### src/rtl/rv32i_pkg.sv
// Shared RV32I encodings used by the branch resolution logic, plus the
// 2-bit saturating counter step used by the direction table.
package rv32i_pkg;

    localparam logic [6:0] OPC_BRANCH = 7'b1100011;
    localparam logic [6:0] OPC_JAL    = 7'b1101111;
    localparam logic [6:0] OPC_JALR   = 7'b1100111;

    localparam logic [2:0] F3_BEQ  = 3'b000;
    localparam logic [2:0] F3_BNE  = 3'b001;
    localparam logic [2:0] F3_BLT  = 3'b100;
    localparam logic [2:0] F3_BGE  = 3'b101;
    localparam logic [2:0] F3_BLTU = 3'b110;
    localparam logic [2:0] F3_BGEU = 3'b111;

    // Weakly not taken.
    localparam logic [1:0] BHT_INIT = 2'b01;

    function automatic logic [1:0] bht_sat_next(input logic [1:0] ctr, input logic taken);
        if (taken) begin
            return (ctr == 2'b11) ? ctr : ctr + 2'd1;
        end
        return (ctr == 2'b00) ? ctr : ctr - 2'd1;
    endfunction

endpackage

### src/rtl/branch_bht.sv
// Direction table of 2-bit saturating counters: one combinational read port
// for Fetch, one synchronous update port from Execute, synchronous reset to 01.
module branch_bht
    import rv32i_pkg::*;
#(
    parameter int unsigned DEPTH = 64,
    parameter int unsigned IDX_W = 6
) (
    input  logic             clk,
    input  logic             rst_n,
    input  logic [IDX_W-1:0] rd_idx,
    output logic             rd_taken,
    input  logic             upd_en,
    input  logic [IDX_W-1:0] upd_idx,
    input  logic             upd_taken
);

    logic [1:0] ctr_q [DEPTH];

    // No bypass: a same-cycle update is only visible after the edge.
    assign rd_taken = ctr_q[rd_idx][1];

    always_ff @(posedge clk) begin
        if (!rst_n) begin
            for (int i = 0; i < int'(DEPTH); i++) begin
                ctr_q[i] <= BHT_INIT;
            end
        end else if (upd_en) begin
            ctr_q[upd_idx] <= bht_sat_next(ctr_q[upd_idx], upd_taken);
        end
    end

endmodule

### src/rtl/branch_resolve_unit.sv
// Execute-stage branch resolution: outcome, target, mispredict redirect and
// direction-table training. Optional perf counters under BRU_PERF_CNT_EN.
module branch_resolve_unit
    import rv32i_pkg::*;
#(
    parameter int unsigned XLEN      = 32,
    parameter int unsigned BHT_DEPTH = 64,
    parameter int unsigned PC_LSB    = 2
) (
    input  logic            clk,
    input  logic            rst_n,
    input  logic            ex_valid,
    input  logic [6:0]      ex_opcode,
    input  logic [2:0]      ex_funct3,
    input  logic [XLEN-1:0] ex_pc,
    input  logic [XLEN-1:0] ex_imm,
    input  logic [XLEN-1:0] ex_rs1,
    input  logic [XLEN-1:0] ex_rs2,
    input  logic            ex_pred_taken,
    input  logic [XLEN-1:0] ex_pred_target,
    input  logic            kill,
    input  logic [XLEN-1:0] if_pc,
    output logic            if_pred_taken,
    output logic            redirect_valid,
    output logic [XLEN-1:0] redirect_pc,
    output logic            resolve_taken,
    output logic [XLEN-1:0] link_pc,
    output logic            misalign_fault,
    output logic [31:0]     perf_branches,
    output logic [31:0]     perf_mispredicts
);

    localparam int unsigned IDX_W = $clog2(BHT_DEPTH);

    logic            is_branch, is_jal, is_jalr, active;
    logic            eq, lt_s, lt_u, cond_taken, taken;
    logic [XLEN-1:0] pc_plus4, target, next_pc;
    logic            mispredict, misaligned, redirect_d, fault_d;

    logic            redirect_valid_q, resolve_taken_q, misalign_fault_q;
    logic [XLEN-1:0] redirect_pc_q, link_pc_q;

    assign is_branch = (ex_opcode == OPC_BRANCH);
    assign is_jal    = (ex_opcode == OPC_JAL);
    assign is_jalr   = (ex_opcode == OPC_JALR);
    assign active    = ex_valid && !kill && (is_branch || is_jal || is_jalr);

    assign eq   = (ex_rs1 == ex_rs2);
    assign lt_s = ($signed(ex_rs1) < $signed(ex_rs2));
    assign lt_u = (ex_rs1 < ex_rs2);

    always_comb begin
        cond_taken = 1'b0;
        case (ex_funct3)
            F3_BEQ:  cond_taken = eq;
            F3_BNE:  cond_taken = !eq;
            F3_BLT:  cond_taken = lt_s;
            F3_BGE:  cond_taken = !lt_s;
            F3_BLTU: cond_taken = lt_u;
            F3_BGEU: cond_taken = !lt_u;
            default: cond_taken = 1'b0;
        endcase
    end

    assign taken    = is_jal || is_jalr || (is_branch && cond_taken);
    assign pc_plus4 = ex_pc + XLEN'(4);
    assign target   = is_jalr ? ((ex_rs1 + ex_imm) & ~XLEN'(1)) : (ex_pc + ex_imm);
    assign next_pc  = taken ? target : pc_plus4;

    assign mispredict = (taken != ex_pred_taken) || (taken && (target != ex_pred_target));
    // A misaligned taken target faults instead of redirecting.
    assign misaligned = taken && target[1];
    assign redirect_d = active && mispredict && !misaligned;
    assign fault_d    = active && misaligned;

    always_ff @(posedge clk) begin
        if (!rst_n) begin
            redirect_valid_q <= 1'b0;
            misalign_fault_q <= 1'b0;
            resolve_taken_q  <= 1'b0;
            redirect_pc_q    <= '0;
            link_pc_q        <= '0;
        end else begin
            redirect_valid_q <= redirect_d;
            misalign_fault_q <= fault_d;
            if (active) begin
                resolve_taken_q <= taken;
                redirect_pc_q   <= next_pc;
                if (is_jal || is_jalr) begin
                    link_pc_q <= pc_plus4;
                end
            end
        end
    end

    assign redirect_valid = redirect_valid_q;
    assign misalign_fault = misalign_fault_q;
    assign resolve_taken  = resolve_taken_q;
    assign redirect_pc    = redirect_pc_q;
    assign link_pc        = link_pc_q;

    // Only the index bits of the Fetch PC reach the table.
    logic unused_if_pc;
    assign unused_if_pc = ^if_pc;

    branch_bht #(
        .DEPTH (BHT_DEPTH),
        .IDX_W (IDX_W)
    ) u_bht (
        .clk       (clk),
        .rst_n     (rst_n),
        .rd_idx    (if_pc[PC_LSB +: IDX_W]),
        .rd_taken  (if_pred_taken),
        .upd_en    (active && is_branch),
        .upd_idx   (ex_pc[PC_LSB +: IDX_W]),
        .upd_taken (cond_taken)
    );

`ifdef BRU_PERF_CNT_EN
    logic [31:0] perf_branches_q, perf_mispredicts_q;

    always_ff @(posedge clk) begin
        if (!rst_n) begin
            perf_branches_q    <= '0;
            perf_mispredicts_q <= '0;
        end else begin
            if (active) begin
                perf_branches_q <= perf_branches_q + 32'd1;
            end
            if (redirect_d) begin
                perf_mispredicts_q <= perf_mispredicts_q + 32'd1;
            end
        end
    end

    assign perf_branches    = perf_branches_q;
    assign perf_mispredicts = perf_mispredicts_q;
`else
    assign perf_branches    = '0;
    assign perf_mispredicts = '0;
`endif

endmodule

### config.mk
export PLATFORM = sky130hd
export DESIGN_NAME = branch_resolve_unit
export DESIGN_NICKNAME = d
export VERILOG_FILES = /design/src/rtl/rv32i_pkg.sv /design/src/rtl/branch_bht.sv /design/src/rtl/branch_resolve_unit.sv
export SDC_FILE = /design/constraint.sdc
export NUM_CORES = 1
export LEC_CHECK = 0
export CAP_MARGIN = 20
export CORE_MARGIN = 1.5
export CORE_UTILIZATION = 35
export CTS_CLUSTER_DIAMETER = 120
export DETAILED_ROUTE_END_ITERATION = 10
export PLACE_DENSITY = 0.67
export SYNTH_ARGS = -nofsm -noshare
export SYNTH_HDL_FRONTEND = slang
export SYNTH_HIERARCHICAL = 1
export SYNTH_SLANG_ARGS = --single-unit
### constraint.sdc
create_clock -name clk -period 8.5 [get_ports clk]
set_input_delay 2.125 -clock clk [delete_from_list [all_inputs] [get_ports clk]]
set_output_delay 2.125 -clock clk [all_outputs]
set_load 0.02 [all_outputs]
# Yosys cells after proc, flatten, opt, wreduce, memory -nomap -nowiden
# Memory sizes are Yosys's and may differ from the RTL's.
# Cells that the tools add are included.
# op_classes
add_sub_neg	5
n_lt_le_gt_ge	2
eq_ne	12
mux	19
n_reduce_logical	23
# ops
cell	count
32-bit adder	2
32-bit less-than comparator	2
32-bit two-way mux	2
32-bit by 3-bit adder with 32-bit output (second input constant)	1
32-bit == test	1
32-bit != test	1
7-bit == test (second input constant)	3
2-bit two-way mux	7
3-bit == test (second input constant)	4
1-bit logical AND	9
1-bit two-way mux	8
6-bit two-way mux	1
1-bit one-hot mux with 6 select lines	1
1-bit zero test	5
1-bit logical OR	5
3-bit by 1-bit == test with 1-bit output (second input constant)	1
3-bit zero test	1
2-bit by 1-bit adder with 2-bit output (second input constant)	1
2-bit == test (second input constant)	1
2-bit zero test	1
2-bit AND reduction	1
2-bit OR reduction	1
2-bit by 1-bit subtractor with 2-bit output (second input constant)	1
1-bit != test	1
# totals
ff_bits	67
mem_bits_rw	128
out_inout_bits	132
word_cells	67
memories	1
# memory_table
memory	depth	width	rd	rd_clocked_by_memory_dff	write_ports	line_no	source
u_bht.ctr_q	64	2	2	0	64	branch_bht.sv:18	logic [1:0] ctr_q [DEPTH];

# Longest topological paths before layout
# depth
ltp_word	11
mapped_depth	15
ltp_nobuf	14

# Cells and area by module
# The synthesis kept the hierarchy.
# modules_own_cells
mod	n_inst	cells_per_inst	area_per_inst_um2	seq_area_each_um2
branch_resolve_unit	1	1290	9794.4	1341.3
branch_bht	1	622	6993.0	3843.7

# Worst setup path before layout
# Ideal clock, no wire load.
# synth_timing
path_kind	input port to output port
startpoint	input port if_pc[2]
endpoint	output port if_pred_taken
arrival_time_ns	4.439
t_required_ns	6.375
setup_slack_ns	1.936
stages	5
n_path_buf	2
cell_sequence	buf_2 > buf_1 > mux4_2 > mux4_2 > mux4_2
# synth_via
elab_chain_cells	1
# synth_lines
item	line_no	source
start: declaration	branch_resolve_unit.sv:22	input logic [XLEN-1:0] if_pc,
memory read 64 x 2 bit	--	
end: declaration	branch_resolve_unit.sv:23	output logic if_pred_taken,
# No other way between the ends.

# Worst setup path after layout
# layout_timing
startpoint	input port if_pc[3]
endpoint	output port if_pred_taken
# Same word-level chain as after synthesis.

==> impl_results.md <==
- CTS Sinks: 195
- Top cell type by total area after synthesis: sky130_fd_sc_hd__edfxtp_1
- Most instantiated flip-flop cell in the synthesis netlist: sky130_fd_sc_hd__edfxtp_1
- Number of hold violations in the final report: 0
- Cell Area, Placed: 19400 µm²
- Setup slack after placement: 1.16 ns
- Aggregate routed wire length: 59.8 mm
- Result of the run: completed
- Total inserted antenna cells: 0
- Tightest Pin Transition: 1.23 ns
- Area share of the leading cell type in the synthesized netlist: 22.9%
- Dominant delay contributor by cell family on the critical path: buffers and inverters
- Crit share post-route: 86.4%
- Type of element capturing the critical path: primary output
- Worst Hold Margin: 0.466 ns
- Critical path launch point type: input port
- Synthesized flop and latch total: 195
- Stages on the worst setup path: 5
- Inserted Clock Buffers: 17
- Final Instance Count excl. Fillers: 2704
- Critical-path cell with the highest stage delay: sky130_fd_sc_hd__clkdlybuf4s50_1
- Static Leak: 0.00758 µW
- Hold Path Cell Cnt: 2
- Overall track demand over capacity in global routing: 23.5%
- Gate Count Post-Synth: 1912
- Nets: 2379
- Number of antenna violations at the first check in global routing: 3
- Worst Slack Setup Final: 1.16 ns
- Arrival time of data at the critical path endpoint: 5.22 ns
- Fraction of layout cells with a size suffix above 1: 7.37%
- Total number of vias: 15700
- Clock network power share: 30.9%
- Upper clock frequency limit: 136 MHz
- Floorplan die width: 222 µm
- Worst hold path type: reg -> reg
- Max-cap violation count: 0
- Cell breakdown of the critical path: clkdlybuf4s50_1, mux4_2, mux4_2, mux4_2, clkdlybuf4s50_1
- Final design instance area without fill: 20000 µm²
- Comb pwr share: 31.1%
- Largest fanout on the critical path: 16
- Maximum number of pins on one net before global-route repair: 84
- Placement row count: 80
- Type of the setup path with the least slack: in -> out
- Pins over their slew limit: 0
- Antenna Nets Post-Route: 0
- Fraction of the yosys area taken by sequential cells: 30.9%
- Placed wire-length estimate after detailed placement: 45.7 mm
- Largest buffer count on any clock path: 2
- Count of buffers from port buffering: 248
- Count of distinct cell types in the synthesized netlist: 106
- Signed area change from the synthesized netlist to the final layout: 19.1%
- Synthesized area per cell: 8.78 µm²
- CTS root buf: sky130_fd_sc_hd__clkbuf_16
- Part of the total power dissipated in sequential elements: 38.0%
- Iter 0 DRT Violations: 1528
- Sum of negative setup slack: 0 ns
- Number of gates given a new drive strength after cts: 0
- Vertical extent of the die: 222 µm
- Residual DRC count: 0
- Number of warning messages in the yosys log: 6
- Net switching share of the total power: 33.6%
- Via count of the first global-routing pass: 14700
- Power density over the cells: 135 nW/µm²
- Worst clock skew: 0.0107 ns
- Number of inserted filler cells in the final layout: 4664
- Placer Congestion: 0.990
- Final setup viols: 0
- Total buffers and inverters traversed by the critical path: 2
- Register-to-Register Path Depth: 8
- Min cycle time layout: 7.34 ns
- Initial Utilization: 35.3%
- Routed length per instance: 22.1 µm
- Cts-stage hold buffer count: 0
- Wire length of the first global-routing pass: 89.3 mm
- Mean number of vias per cell: 5.81
- Top post-synthesis cells by area: sky130_fd_sc_hd__edfxtp_1, sky130_fd_sc_hd__dfxtp_1, sky130_fd_sc_hd__ha_1
- Deepest level of the CTS H-tree: 4
- Io pins: 339
- # Post-CTS Setup Buffers: 0
- Async SR Flop Fraction: 0%
- Most repeated library cell on the critical path: sky130_fd_sc_hd__mux4_2
- Later-pin clock latency in the skew report: 0.45 ns
- Required time of the worst setup path: 6.38 ns
- Floorplan Core Area: 47500 µm²
- Detailed-router iteration count before antenna repair: 6
- Leftover overflow at the end of global routing: 0
- Number of enable-type register cells in the synthesized netlist: 128
- R2r setup slk: 5.14 ns
- Unrepaired setup endpoints after global routing: false
- Clock tree from TritonCTS: built
- Crit-path max cell delay: 1.06 ns
- Internal power summed over all cells: 1800 µW
- Slew margin rel.: 18.0%
- Die area: 49300 µm²
- Clock-pin slew reported for the worst setup and hold paths after clock tree synthesis: 0.06 ns
- Placed cell count: 2670
- Peak supply drop: 0.164 mV
- Area of the mapped netlist: 16800 µm²
- Total net switching power: 910 µW
metal layers:
metal	GRT usage, %	part of all wire (%)
met5	0	0.057
met4	8.86	3.7
met3	5.04	9.1
met2	38.0	46
met1	30.8	41
Yosys cell counts, drive strengths merged (16+ instances only):
cell type	number
a211oi	21
a21boi	23
a21o	37
a21oi	83
a221oi	16
a31oi	18
and2	16
and3	25
buf	119
clkbuf	79
dfxtp	67
edfxtp	128
ha	94
inv	52
mux2i	40
mux4	27
nand2	230
nand3	111
nand4	36
nor2	140
nor2b	21
nor3	57
o211a	30
o211ai	36
o21ai	92
xnor2	53
xor2	54
power by group through the flow:
stage          logic, µW  registers, µW  clock network, µW
3_5_place_dp         827           1050                  0
5_1_grt              905           1030                881
4_1_cts              832           1030                843
2_1_floorplan        586           1050                  0
3_3_place_gp         817           1050                  0
6_report             842           1030                835
cells by family (layout without fill, tap and decap cells):
| group | after synthesis | count (layout) | synth area share (%) |
|---|---|---|---|
| muxes | 74 | 74 | 6.48 |
| other | 1 | 64 | 0.0223 |
| adders and majority gates | 98 | 98 | 7.37 |
| and+or+nand+nor | 721 | 721 | 20.8 |
| buffers and inverters | 251 | 365 | 8.21 |
| DFF | 195 | 195 | 30.9 |
| AOI/OAI and AO/OA | 458 | 458 | 19.7 |
| xor gates and xnor gates | 114 | 114 | 6.54 |
metrics by stage:
step / power [µW] / util, %
final: 2710 / 42.1
after global routing: 2820 / 42.1
after CTS: 2700 / 42.0
after detailed placement: 1880 / 40.7
after global placement: 1870 / 40.7
after floorplan: 1630 / -
worst paths after layout:
check / endpoint / start
hold reg to reg: redirect_pc[7] / redirect_pc[7]
setup reg to reg: u_bht/ctr_q[33][1] / u_bht/ctr_q[28][0]
setup / recovery: if_pred_taken / if_pc[3]
hold / removal: redirect_pc[7] / redirect_pc[7]
tightest hold or removal path: stages (launching register included):
cell	delay, ns
sky130_fd_sc_hd__dfxtp_1	0.31
sky130_fd_sc_hd__nand2_1	0.05
sky130_fd_sc_hd__a21boi_0	0.06
placed cells by master (no fill, tap or decap), types with 17 or more instances in the layout:
cell type,instances
sky130_fd_sc_hd__a211oi_1,19
sky130_fd_sc_hd__a21boi_0,20
sky130_fd_sc_hd__a21o_1,36
sky130_fd_sc_hd__a21oi_1,81
sky130_fd_sc_hd__and3_1,22
sky130_fd_sc_hd__buf_4,29
sky130_fd_sc_hd__clkbuf_16,17
sky130_fd_sc_hd__clkdlybuf4s50_1,245
sky130_fd_sc_hd__conb_1,64
sky130_fd_sc_hd__dfxtp_1,67
sky130_fd_sc_hd__edfxtp_1,128
sky130_fd_sc_hd__ha_1,94
sky130_fd_sc_hd__inv_1,51
sky130_fd_sc_hd__mux2i_1,40
sky130_fd_sc_hd__mux4_2,27
sky130_fd_sc_hd__nand2_1,230
sky130_fd_sc_hd__nand3_1,110
sky130_fd_sc_hd__nand4_1,36
sky130_fd_sc_hd__nor2_1,139
sky130_fd_sc_hd__nor2b_1,21
sky130_fd_sc_hd__nor3_1,57
sky130_fd_sc_hd__o211a_1,30
sky130_fd_sc_hd__o211ai_1,33
sky130_fd_sc_hd__o21ai_0,88
sky130_fd_sc_hd__xnor2_1,53
sky130_fd_sc_hd__xor2_1,54
state kept, by name, indices dropped and copies added (netlist names):
| name | cells |
|---|---|
| resolve_taken | 1 |
| redirect_pc | 32 |
| misalign_fault | 1 |
| redirect_valid | 1 |
| u_bht/ctr_q | 128 |
| link_pc | 32 |
area by class of cell:
| type | instances | area [µm²] | share of cell area, % |
|---|---|---|---|
| clock buffers | 18 | 429 | 2.15 |
| inverters | 52 | 195 | 0.976 |
| multi-input cells | 1529 | 10500 | 52.4 |
| clock inverters | 14 | 168 | 0.839 |
| well taps | 615 | 769 | 3.85 |
| repair buffers | 281 | 2760 | 13.8 |
| flip-flops and latches | 195 | 5180 | 25.9 |
No activity file was read; power rests on OpenSTA's default activity.
